[config.mk]
export PLATFORM = sky130hd
export DESIGN_NAME = mul_seq
export DESIGN_NICKNAME = d
export VERILOG_FILES = /design/src/rtl/mul_seq.sv
export SDC_FILE = /design/constraint.sdc
export NUM_CORES = 1
export LEC_CHECK = 0
export BUFFER_PORTS_ARGS = -buffer_cell sky130_fd_sc_hd__buf_2
export CAP_MARGIN = 20
export CORE_ASPECT_RATIO = 0.9
export CORE_MARGIN = 3
export CORE_UTILIZATION = 51
export DETAILED_ROUTE_END_ITERATION = 16
export PLACE_DENSITY = 0.81
export SETUP_SLACK_MARGIN = 0.15
export SLEW_MARGIN = 10
export SYNTH_ARGS = -nofsm -noshare
export SYNTH_HDL_FRONTEND = slang
export SYNTH_SLANG_ARGS = --single-unit
[constraint.sdc]
create_clock -name clk -period 5.58 [get_ports clk]
set_input_delay 0.558 -clock clk [delete_from_list [all_inputs] [get_ports clk]]
set_output_delay 0.558 -clock clk [all_outputs]
set_load 0.01 [all_outputs]
[src/rtl/mul_seq.sv]
// Sequential 8x8 unsigned shift-add multiplier that borrows an external 8-bit adder.
// Each operation runs for eight CALC cycles and then holds its product in DONE until it is taken.
module mul_seq (
  input  logic        clk,
  input  logic        rst_n,
  input  logic        in_valid,
  output logic        in_ready,
  input  logic [7:0]  in_a,
  input  logic [7:0]  in_b,
  output logic [7:0]  add_x,
  output logic [7:0]  add_y,
  input  logic [7:0]  add_s,
  output logic        out_valid,
  input  logic        out_ready,
  output logic [15:0] out_p
);

  // Handshakes: a transfer happens on a rising edge where valid and ready are both 1.
  // in_ready is high only in IDLE and out_valid only in DONE; once out_valid is raised,
  // it and out_p stay put until out_ready is seen.
  typedef enum logic [1:0] {
    IDLE = 2'd0,
    CALC = 2'd1,
    DONE = 2'd2
  } state_t;

  state_t      state;
  state_t      state_nxt;
  logic [7:0]  a;
  logic [7:0]  hi;
  logic [7:0]  lo;
  logic [2:0]  cnt;
  logic        carry;
  logic [15:0] prod_nxt;

  // The adder has no carry-out, so a wrapped sum is detected by it being below add_x.
  assign carry    = (add_s < add_x);
  assign prod_nxt = {carry, add_s, lo[7:1]};

  always_ff @(posedge clk or negedge rst_n) begin
    if (!rst_n) begin
      state <= IDLE;
    end else begin
      state <= state_nxt;
    end
  end

  always_comb begin
    state_nxt = state;
    case (state)
      IDLE:    if (in_valid) state_nxt = CALC;
      CALC:    if (cnt == 3'd7) state_nxt = DONE;
      DONE:    if (out_ready) state_nxt = IDLE;
      default: state_nxt = IDLE;
    endcase
  end

  always_comb begin
    in_ready  = 1'b0;
    out_valid = 1'b0;
    add_x     = 8'h00;
    add_y     = 8'h00;
    case (state)
      IDLE: in_ready = 1'b1;
      CALC: begin
        add_x = hi;
        add_y = lo[0] ? a : 8'h00;
      end
      DONE:    out_valid = 1'b1;
      default: ;
    endcase
  end

  always_ff @(posedge clk or negedge rst_n) begin
    if (!rst_n) begin
      a     <= 8'h00;
      hi    <= 8'h00;
      lo    <= 8'h00;
      cnt   <= 3'd0;
      out_p <= 16'h0000;
    end else begin
      case (state)
        IDLE: begin
          if (in_valid) begin
            a   <= in_a;
            hi  <= 8'h00;
            lo  <= in_b;
            cnt <= 3'd0;
          end
        end
        CALC: begin
          {hi, lo} <= prod_nxt;
          cnt      <= cnt + 3'd1;
          if (cnt == 3'd7) out_p <= prod_nxt;
        end
        default: ;
      endcase
    end
  end

endmodule

==> summary.md, run 1 <==
| Metric | Value |
|---|---|
| Root Buffer | clkbuf_8 |
| Setup violators final | 0 |
| Cell Pwr Density | 586.1 nW/um2 |
| RePlAce Congestion | 0.7321 |
| Sequential share of power | 39.6% |
| Largest net degree at the start of global routing | 46 |
| Crit start category | flop |
| Worst Path Required | 5.80 ns |
| Reg-to-Reg End | hi[7]$_DFFE_PN0P_ |
| Die Span Y | 66.56 um |
| Final Skew | 0.006855 ns |
| Routed wire per std cell | 13.71 um |
| Internal Power | 0.9025 mW |
| Ant diodes | 0 |
| Pins Over Slew Limit | 0 |
| Total GRT Usage | 19.75% |
| Hold Vio Cnt, Final | 0 |
| Number of nets in the layout | 308 |
| Arr. time, crit path | 2.56 ns |
| CTS clock-pin slew for the worst setup and hold paths | 0.08 ns |
| Sw Pwr | 0.5591 mW |
| CTS max path bufs | 2 |
| Total Wirelength | 4360 um |
| I/O pin count | 62 |
| Status | finished clean |
| Die Footprint | 4878 um2 |
| Syn Std Cell Area | 2078 um2 |
| Post-Syn Nets | 251 |
| Drt initial violations | 95 |
| Std cell rows | 21 |
| Fmax | 0.4278 GHz |
| Yosys reg bits | 45 |
| Clk pwr share | 17.3% |
| Setup Buffers After CTS | 0 |
| Clock Sinks | 45 |
| Post-synthesis cell count | 214 |
| CTS resizes | 0 |
| Register area share after synthesis | 54.18% |
| H-tree depth | 2 |
| Vias in the first global route | 1621 |
| Worst-margin pin slew | 0.9527 ns |
| Static leakage | 1.367 nW |
| Hold_ws | 0.3984 ns |
| Worst-path maximum fanout | 29 |
| Combinational fraction of design power | 43.1% |
| Max Cap Viol | 0 |
| Synth Warn # | 0 |
| Initial antenna violation count | 0 |
| Area of the multi-input gates | 854.6 um2 |
| Total power | 1.462 mW |
| Tcrit/Tclk final | 41.89% |
| Yosys top cell by area | dfrtp_1 |
| Worst R2R Start | state[1]$_DFFE_PN0P_ |
| RSZ-0062 raised after global routing | no |
| Dpl hpwl | 2974 um |
| Starting Density | 54.55% |
| Setup TNS | 0 ns |
| Storage element area | 1126 um2 |
| Layout cells sized above 1 | 30.88% |
| Hold buffers post-CTS | 0 |
| Area share of the largest cell type after synthesis | 54.18% |
| Placed cells | 310 |
| Area contributors post-synth | dfrtp_1, nand2_1, mux2_2 |
| Count of cell types in the netlist | 25 |
| Vias | 1670 |
| Peak VDD IR | 0.3356 mV |
| Filler cell count | 339 |
| Die Wd | 73.29 um |
| Number of port buffers | 61 |
| Clk_lat worst skew | 0.30 ns |
| Slew margin rel. | 36.49% |
| Residual DRC | 0 |
| Crit path from | state[1]$_DFFE_PN0P_ |
| Antenna viol nets, final | 0 |
| Area of the core | 3810 um2 |
| Post-Layout Cell Count | 318 |
| Tmin final | 2.337 ns |
| Setup CP Type | flop to flop |
| First-pass detailed-route iteration total | 4 |
| Vias per cell | 5.252 |
| Worst hold path class | input pin to asynchronous set/reset pin |
| Switching share of power | 38.25% |
| Reg-to-reg slack, setup | 3.24 ns |
| First-pass GRT wire length | 7348 um |
| CTS tree | yes |
| P&R area growth vs syn | 19.99% |
| CTS Buf Count | 5 |
| Total grt overflow | 0 |
| Syn Area/Cell | 9.711 um2 |
| Crit end category | flop |
| Worst reg2reg path depth | 7 |
-- worst max path at each step --
stage                            endpoint  slack [ns]  cells after the start
global route        out_p[15]$_DFFE_PN0P_        3.05                      7
global placement    out_p[15]$_DFFE_PN0P_        3.38                      7
CTS                     hi[7]$_DFFE_PN0P_        3.25                      7
finish                  hi[7]$_DFFE_PN0P_        3.24                      7
floorplan           out_p[15]$_DFFE_PN0P_        3.58                      9
detailed placement  out_p[15]$_DFFE_PN0P_        3.30                      7
-- flip-flops by register name, indices dropped and copies added, names as in the netlist --
signal,flops
a,8
cnt,3
hi,8
lo,8
out_p,16
state,2
-- final cells by class --
cell class / instances / share of cell area [%]
Tap cell: 46 / 2.308
Multi-Input combinational cell: 149 / 34.27
Sequential cell: 45 / 45.16
Clock buffer: 7 / 3.462
Inverter: 9 / 1.355
Clock inverter: 1 / 1.204
Timing Repair Buffer: 61 / 12.24
-- cells in the mapped netlist --
library cell and instances:
nand2b_1 1, nor2b_4 1, nand2_2 1, a31oi_1 9, o21ai_0 13, a221oi_1 1
o21ai_1 2, and2_1 2, buf_4 2, dfrtp_1 45, mux2_2 14, nand2_1 69
a21o_1 1, and3_1 9, nor2b_1 1, clkbuf_1 2, buf_2 6, inv_1 9
ha_1 9, nand3_1 4, buf_6 1, o311a_1 1, nor2_1 9, or2b_1 1
a21oi_1 1
-- metrics by stage --
step                      worst slack (ns)  utilization, %  instance area [um2]
final                                3.243           65.45                 2494
after global routing                 3.049           65.45                 2494
after CTS                            3.251           65.45                 2494
after detailed placement             3.298           62.40                 2377
after global placement               3.379           62.40                 2377
after floorplan                      3.579               -                 2078
-- logic make-up (layout without fill, tap and decap cells) --
logic type	count (synthesis)	after routing	synth area share, %
mux	14	14	7.586
compound gates	28	28	7.826
buf+inv	20	78	4.696
flops	45	45	54.18
simple gates	98	98	20.29
fa+ha+maj	9	9	5.419
-- power by group through the flow --
stage               Clock (mW)  Combinational [mW]  Sequential [mW]
floorplan                    0               0.420            0.595
global placement             0               0.614            0.578
detailed placement           0               0.637            0.584
CTS                      0.261               0.639            0.580
global route             0.275               0.724            0.600
finish                   0.254               0.629            0.579
-- metal layers --
layer / routed length (um) / GRT usage (%) / up-vias
met5: 0 / 0 / -
met1: 1967 / 27.13 / 791
met4: 27 / 5.430 / 0
met2: 2063 / 29.91 / 53
met3: 303 / 6.486 / 4
li1: - / - / 822
-- worst max-delay path: stages, from the launching register on --
cell      delay, ns
dfrtp_1        0.43
nor2b_4        0.50
nand2_1        0.17
ha_1           0.33
and3_1         0.20
a221oi_1       0.36
nand2_1        0.11
o21ai_1        0.17
-- cell usage in the layout, fill, tap and decap left out --
master,n
clkbuf_8,6
buf_2,61
dfrtp_1,45
o21ai_1,2
nor2b_1,1
a21o_1,1
a21oi_1,1
nand3_1,4
mux2_2,14
or2b_1,1
nand2_1,69
and2_1,2
ha_1,9
a221oi_1,1
o21ai_0,13
bufinv_16,1
nand2_2,1
clkbuf_1,1
nor2b_4,1
nand2b_1,1
nor2_1,9
inv_1,9
and3_1,9
o311a_1,1
a31oi_1,9
Power figures use the tool's default switching activity.
==> run 2: changes to the inputs <==
- ABC_AREA: unset -> 1
- CORE_UTILIZATION: 51 -> 46
- PLACE_DENSITY: 0.81 -> 0.77
- clock period: 5.58 -> 2 ns (I/O delays scaled with it)
==> summary.md, run 2 <==
| Metric | Value |
|---|---|
| Cell Pwr Density | 1721 nW/um2 (was 586.1 nW/um2) |
| Number of flops mapped to enable cells by yosys | 0 (unchanged) |
| Synth cell count leaders | dfrtp_1, nand2_1, inv_1 (was nand2_1, dfrtp_1, mux2_2) |
| Yosys reg bits | 45 (unchanged) |
| Max Cap Viol | 0 (unchanged) |
| Arr. time, crit path | 1.97 ns (was 2.56 ns) |
| Clock Sinks | 45 (unchanged) |
| Synth Warn # | 0 (unchanged) |
| Crit-path slowest cell | dfrtp_1 (was nor2b_4) |
| CP Buf/Inv Count | 4 (was 0) |
| Register area share after synthesis | 53.86% (was 54.18%) |
| Combinational fraction of design power | 54.0% (was 43.1%) |
| Std cell rows | 22 (was 21) |
| CP max stage delay | 0.38 ns (was 0.50 ns) |
| Dpl hpwl | 3344 um (was 2974 um) |
| Switching share of power | 41.34% (was 38.25%) |
| CTS clock-pin slew for the worst setup and hold paths | 0.09 ns (was 0.08 ns) |
| CP top delay family | simple AND/OR/NAND/NOR gates (unchanged) |
| Starting Density | 49.32% (was 54.55%) |
| First-pass GRT wire length | 7562 um (was 7348 um) |
| Worst hold path class | input pin to flop (was input pin to asynchronous set/reset pin) |
| Residual DRC | 0 (unchanged) |
| Most used cell, CP | nand2_1 (unchanged) |
| Setup violators final | 0 (unchanged) |
| Antenna viol nets, final | 0 (unchanged) |
| Total grt overflow | 0 (unchanged) |
| Setup Slack @ Placement | 0.1190 ns (was 3.298 ns) |
| Post-Syn Nets | 258 (was 251) |
| Crit path from | state[0]$_DFFE_PN0P_ (was state[1]$_DFFE_PN0P_) |
| Total GRT Usage | 17.61% (was 19.75%) |
| RSZ-0062 raised after global routing | no (unchanged) |
| First-pass detailed-route iteration total | 4 (unchanged) |
| Static leakage | 1.443 nW (was 1.367 nW) |
| Crit start category | flop (unchanged) |
| CTS tree | yes (unchanged) |
| Die Span Y | 69.96 um (was 66.56 um) |
| Internal Power | 2.774 mW (was 0.9025 mW) |
| Sw Pwr | 1.955 mW (was 0.5591 mW) |
| Sequential share of power | 33.4% (was 39.6%) |
| Tcrit/Tclk final | 89.00% (was 41.89%) |
| Post-synth top flop | dfrtp_1 (unchanged) |
| Die Footprint | 5391 um2 (was 4878 um2) |
| Total Wirelength | 4900 um (was 4360 um) |
| Clk_lat worst skew | 0.30 ns (about the same) |
| Syn Area/Cell | 9.460 um2 (was 9.711 um2) |
| Routed wire per std cell | 13.84 um (was 13.71 um) |
| Die Wd | 77.07 um (was 73.29 um) |
| Vias per cell | 4.912 (was 5.252) |
| Count of cell types in the netlist | 27 (was 25) |
| Peak VDD IR | 0.6535 mV (was 0.3356 mV) |
| Clk pwr share | 12.6% (was 17.3%) |
| Yosys top cell by area | dfrtp_1 (unchanged) |
| Max reg flops | 16 (unchanged) |
| Slew margin rel. | 62.76% (was 36.49%) |
| H-tree depth | 2 (unchanged) |
| Status | finished clean (unchanged) |
| Root Buffer | clkbuf_8 (unchanged) |
| Setup CP Type | flop to flop (unchanged) |
| Ant diodes | 0 (unchanged) |
| Post-synth ARST share | 100.0% (unchanged) |
| Most frequent cells in the layout | buf_2, dfrtp_1, nand2_1 (was nand2_1, buf_2, dfrtp_1) |
| Number of port buffers | 61 (unchanged) |
| Vias in the first global route | 1659 (was 1621) |
| Hold_sp | in_a[4] |
| Pins Over Slew Limit | 0 (unchanged) |
| Area of the core | 4239 um2 (was 3810 um2) |
| Hold Vio Cnt, Final | 0 (unchanged) |
| Most common cell in the netlist | dfrtp_1 (was nand2_1) |
| Setup TNS | 0 ns (unchanged) |
| Worst-path maximum fanout | 8 (was 29) |
| Top reg by flops | out_p (unchanged) |
| CTS Buf Count | 5 (unchanged) |
| Layout cells sized above 1 | 39.12% (was 30.88%) |
| Crit end category | flop (unchanged) |
| P&R area growth vs syn | 31.42% (was 19.99%) |
| Area share of the largest cell type after synthesis | 53.86% (was 54.18%) |
| Largest net degree at the start of global routing | 46 (unchanged) |
| RePlAce Congestion | 0.8428 (was 0.7321) |
| Most common cell after layout, fill and taps aside | buf_2 (was nand2_1) |
| Worst R2R Start | state[0]$_DFFE_PN0P_ (was state[1]$_DFFE_PN0P_) |
| Drt initial violations | 75 (was 95) |
| Crit path cell chain | inv_2, nor2_4, inv_4, buf_8, nor2_4, inv_2, ha_4, nand2_1, nand2_1, nand2_2, nand2_2, nand2_1, nand3_1, nand2_1 (was nor2b_4, nand2_1, ha_1, and3_1, a221oi_1, nand2_1, o21ai_1) |
| Final worst slack | 0.2199 ns (was 3.243 ns) |
| Final Skew | 0.009537 ns (was 0.006855 ns) |
| Tmin final | 1.780 ns (was 2.337 ns) |
| Worst-margin pin slew | 0.5586 ns (was 0.9527 ns) |
| Post-synthesis cell count | 221 (was 214) |
| I/O pin count | 62 (unchanged) |
| Initial antenna violation count | 0 (unchanged) |
| Number of nets in the layout | 330 (was 308) |
| Worst Path Required | 2.19 ns (was 5.80 ns) |
| Syn Std Cell Area | 2091 um2 (was 2078 um2) |
| Area contributors post-synth | dfrtp_1, nand2_1, ha_1 (was dfrtp_1, nand2_1, mux2_2) |
| Fmax | 0.5618 GHz (was 0.4278 GHz) |
| Vias | 1739 (was 1670) |
| CTS max path bufs | 2 (unchanged) |
==> run 2: cell count changes after synthesis, moves of 9 or more <==
cell / previous run / this run
nand2_1: 69 / 40
mux2_2: 14 / 4
a31oi_1: 9 / 0
nor2_1: 9 / 19
o21ai_0: 13 / 0
and3_1: 9 / 0
o21ai_1: 2 / 19
inv_1: 9 / 30
==> run 2: power groups by stage <==
| stage | sequential, mW | clock, mW | combinational, mW |
|---|---|---|---|
| floorplan | 1.62 | 0 | 1.41 |
| global placement | 1.58 | 0 | 2.08 |
| detailed placement | 1.60 | 0 | 2.14 |
| CTS | 1.57 | 0.604 | 2.19 |
| global route | 1.64 | 0.641 | 2.83 |
| finish | 1.58 | 0.598 | 2.55 |
==> run 2: timing repair <==
| action | 4_1_cts | 5_1_grt |
|---|---|---|
| hold endpoints to repair | 37 | 0 |
| setup buffers | 1 | 3 |
| pin swaps | 0 | 2 |
| setup endpoints to repair | 2 | 2 |
| hold buffers | 1 | 0 |
| resized for setup | 1 | 22 |
| cloned | 0 | 1 |
==> run 2: routing by layer <==
layer	up-vias	global-route usage [%]	part of all wire, %
met5	-	0	0
met4	0	6.719	1.3
met3	8	3.866	4.0
met2	37	28.63	50
met1	830	23.03	45
li1	864	-	-
==> run 2: through the flow <==
stage / hold slack, ns / std cells / power [mW] / instance area [um2] / utilization, %
floorplan: -0.09559 / 221 / 3.032 / 2093 / -
global placement: 0.3080 / 340 / 3.659 / 2481 / 58.53
detailed placement: 0.3163 / 340 / 3.743 / 2481 / 58.53
CTS: 0.09367 / 350 / 4.365 / 2599 / 61.30
global route: 0.1003 / 354 / 5.108 / 2748 / 64.82
finish: 0.1057 / 354 / 4.729 / 2748 / 64.82
==> run 2: worst paths after layout <==
| check | cells after the start | slack (ns) | to |
|---|---|---|---|
| worst max-delay path | 14 | 0.22 | hi[7]$_DFFE_PN0P_ |
| min in group asynchronous | 3 | 0.52 | a[3]$_DFFE_PN0P_ |
| worst min-delay path | 2 | 0.11 | a[4]$_DFFE_PN0P_ |
| max in group asynchronous | 3 | 1.10 | out_p[14]$_DFFE_PN0P_ |
| worst min register to register | 1 | 0.49 | cnt[0]$_DFFE_PN0P_ |
| worst max register to register | 14 | 0.22 | hi[7]$_DFFE_PN0P_ |
==> run 2: worst register-to-register path, cell delays in order, from the launching register on <==
cell	delay, ns
dfrtp_1	0.38
inv_2	0.06
nor2_4	0.18
inv_4	0.09
buf_8	0.15
nor2_4	0.09
inv_2	0.05
ha_4	0.25
nand2_1	0.04
nand2_1	0.08
nand2_2	0.06
nand2_2	0.05
nand2_1	0.06
nand3_1	0.07
nand2_1	0.05
==> run 2: cell type report <==
type	instances	area, um2
clock inverter	2	13.76
sequential	45	1126
clock buffer	6	82.58
inverter	36	137.6
fill	374	1491
tap	60	75.07
timing repair buffer	75	450.4
multi-input combinational	130	862.1
==> run 2: cells by family after synthesis <==
logic type / synth area share (%)
flops: 53.86
buf+inv: 8.977
compound gates: 13.47
mux: 4.308
simple gates: 14.00
fa+ha+maj: 5.386
==> run 3: changes to the inputs <==
- CELL_PAD_IN_SITES_DETAIL_PLACEMENT: unset -> 0
- CELL_PAD_IN_SITES_GLOBAL_PLACEMENT: unset -> 1
- CORE_UTILIZATION: 46 -> 36
- CTS_BUF_LIST: unset -> sky130_fd_sc_hd__clkbuf_8
- PLACE_DENSITY: 0.77 -> 0.8
==> summary.md, run 3 (synthesis gave the netlist of run 2 again) <==
| Metric | Value |
|---|---|
| Final Skew | 0.007396 ns (was 0.009537 ns) |
| H-tree depth | 2 (unchanged) |
| CTS Buf Count | 5 (unchanged) |
| Tcrit/Tclk final | 87.84% (was 89.00%) |
| Total grt overflow | 0 (unchanged) |
| Tmin final | 1.757 ns (was 1.780 ns) |
| Ant diodes | 0 (unchanged) |
| Vias in the first global route | 1654 (was 1659) |
| Final Core Density | 50.28% (was 64.82%) |
| Number of port buffers | 61 (unchanged) |
| Status | finished clean (unchanged) |
| Arr. time, crit path | 1.95 ns (was 1.97 ns) |
| Clk_lat worst skew | 0.30 ns (about the same) |
| Crit start category | flop (unchanged) |
| Worst setup path endpoint | out_p[15]$_DFFE_PN0P_ (was hi[7]$_DFFE_PN0P_) |
| Max Cap Viol | 0 (unchanged) |
| Most common cell after layout, fill and taps aside | buf_2 (unchanged) |
| Filler cell count | 542 (was 374) |
| Pins Over Slew Limit | 0 (unchanged) |
| Die Span Y | 78.30 um (was 69.96 um) |
| Total Wirelength | 4822 um (was 4900 um) |
| Number of nets in the layout | 331 (was 330) |
| RSZ-0062 raised after global routing | yes (was no) |
| CTS max path bufs | 2 (unchanged) |
| Slew margin rel. | 56.94% (was 62.76%) |
| Die Footprint | 6759 um2 (was 5391 um2) |
| First-pass GRT wire length | 7893 um (was 7562 um) |
| RePlAce Congestion | 0.8239 (was 0.8428) |
| Hold Vio Cnt, Final | 0 (unchanged) |
| Clk pwr share | 13.4% (was 12.6%) |
| Cell Pwr Density | 1692 nW/um2 (was 1721 nW/um2) |
| Drt initial violations | 46 (was 75) |
| Root Buffer | clkbuf_8 (unchanged) |
| CTS tree | yes (unchanged) |
| Max reg flops | 16 (unchanged) |
| Crit end category | flop (unchanged) |
| Static leakage | 1.440 nW (was 1.443 nW) |
| Dpl hpwl | 3515 um (was 3344 um) |
| Worst reg2reg path depth | 13 (was 14) |
| Reg-to-Reg End | out_p[15]$_DFFE_PN0P_ (was hi[7]$_DFFE_PN0P_) |
| I/O pin count | 62 (unchanged) |
| First-pass detailed-route iteration total | 4 (unchanged) |
| Sw Pwr | 1.892 mW (was 1.955 mW) |
| Worst Path Required | 2.19 ns (about the same) |
| Setup violators final | 0 (unchanged) |
| Sequential share of power | 34.0% (was 33.4%) |
| Placed cells | 349 (was 340) |
| Peak VDD IR | 0.6917 mV (was 0.6535 mV) |
| Crit path from | state[1]$_DFFE_PN0P_ (was state[0]$_DFFE_PN0P_) |
| Largest net degree at the start of global routing | 32 (was 46) |
| Worst hold path class | input pin to flop (unchanged) |
| Worst-margin pin slew | 0.6459 ns (was 0.5586 ns) |
| Total GRT Usage | 14.97% (was 17.61%) |
| Area of the core | 5443 um2 (was 4239 um2) |
| Post-Layout Cell Count | 362 (was 354) |
| Most frequent cells in the layout | buf_2, dfrtp_1, nand2_1 (unchanged) |
| Setup CP Type | flop to flop (unchanged) |
| Vias | 1712 (was 1739) |
| Die Wd | 86.33 um (was 77.07 um) |
| Internal Power | 2.738 mW (was 2.774 mW) |
| Combinational fraction of design power | 52.6% (was 54.0%) |
| P&R area growth vs syn | 30.88% (was 31.42%) |
| Reg-to-reg slack, setup | 0.24 ns (was 0.22 ns) |
| Std cell rows | 25 (was 22) |
| Fmax | 0.5692 GHz (was 0.5618 GHz) |
| Setup TNS | 0 ns (unchanged) |
| Top reg by flops | out_p (unchanged) |
| Residual DRC | 0 (unchanged) |
| Worst R2R Start | state[1]$_DFFE_PN0P_ (was state[0]$_DFFE_PN0P_) |
| Layout cells sized above 1 | 38.98% (was 39.12%) |
| Starting Density | 38.41% (was 49.32%) |
| Routed wire per std cell | 13.32 um (was 13.84 um) |
| Initial antenna violation count | 0 (unchanged) |
| Clock Sinks | 45 (unchanged) |
| Antenna viol nets, final | 0 (unchanged) |
| Worst-path maximum fanout | 8 (unchanged) |
| Switching share of power | 40.87% (was 41.34%) |
| Vias per cell | 4.729 (was 4.912) |
| CTS clock-pin slew for the worst setup and hold paths | 0.08 ns (was 0.09 ns) |
==> run 3: changes by cell type in the layout (fill, tap and decap cells not counted), sizes merged <==
cell	delta
inv	-1
buf	+2
==> run 3: worst min-delay path by stage <==
stage                          from                     to  slack [ns]  cells after the start
after CTS                 out_ready   state[1]$_DFFE_PN0P_        0.09                      2
after floorplan               rst_n       a[0]$_DFFE_PN0P_        -0.1                      0
after global routing      out_ready   state[1]$_DFFE_PN0P_        0.10                      2
after global placement        rst_n  out_p[10]$_DFFE_PN0P_        0.26                      1
final                     out_ready   state[1]$_DFFE_PN0P_        0.09                      2
after detailed placement      rst_n   out_p[9]$_DFFE_PN0P_        0.26                      1
==> run 3: through the flow <==
step | cell area, um2 | power, mW | hold slack (ns) | setup slack (ns)
after floorplan | 2093 | 3.032 | -0.09559 | 0.1778
final | 2736 | 4.630 | 0.09415 | 0.2432
after global routing | 2736 | 5.043 | 0.1043 | 0.1015
after global placement | 2505 | 3.734 | 0.2557 | 0.2449
after CTS | 2624 | 4.418 | 0.08735 | 0.1685
after detailed placement | 2505 | 3.787 | 0.2640 | 0.1572
==> run 3: power by group through the flow <==
stage,clock (mW),combinational [mW],sequential (mW)
after floorplan,0,1.41,1.62
after global routing,0.671,2.74,1.63
after detailed placement,0,2.19,1.60
after global placement,0,2.16,1.58
after CTS,0.632,2.21,1.58
final,0.621,2.44,1.57
==> run 3: layout make-up <==
cell class	instances	area [um2]	area share, %
clock buffer	7	96.34	3.521
clock inverter	1	5.005	0.1829
inverter	36	140.1	5.121
multi-input combinational	130	853.3	31.18
sequential	45	1126	41.15
tap	67	83.83	3.064
timing repair buffer	76	431.7	15.78
==> run 3: worst max-delay path, stage by stage, from the launching register on <==
cell	delay [ns]
dfrtp_1	0.42
nor2_4	0.16
clkinv_4	0.12
buf_8	0.16
nor2_4	0.11
inv_2	0.05
ha_4	0.27
nand2_2	0.05
inv_2	0.04
nand2_2	0.05
nand2_2	0.05
nand2_1	0.06
nand3_1	0.07
nand2_1	0.05
==> run 3: routing by layer <==
layer | wire (um) | track usage [%] | vias to the layer above
met1 | 2296 | 20.36 | 804
li1 | - | - | 857
met2 | 2190 | 22.94 | 40
met4 | 126 | 6.854 | 0
met5 | 0 | 0 | -
met3 | 208 | 2.938 | 11
==> run 3: timing repair <==
item / 4_1_cts / 5_1_grt
hold buffers: 1 / 0
buffers inserted: 1 / 3
endpoints found under the hold margin: 26 / 0
resized for setup: 0 / 22
endpoints found under the setup margin: 2 / 2
pin swaps: 0 / 3
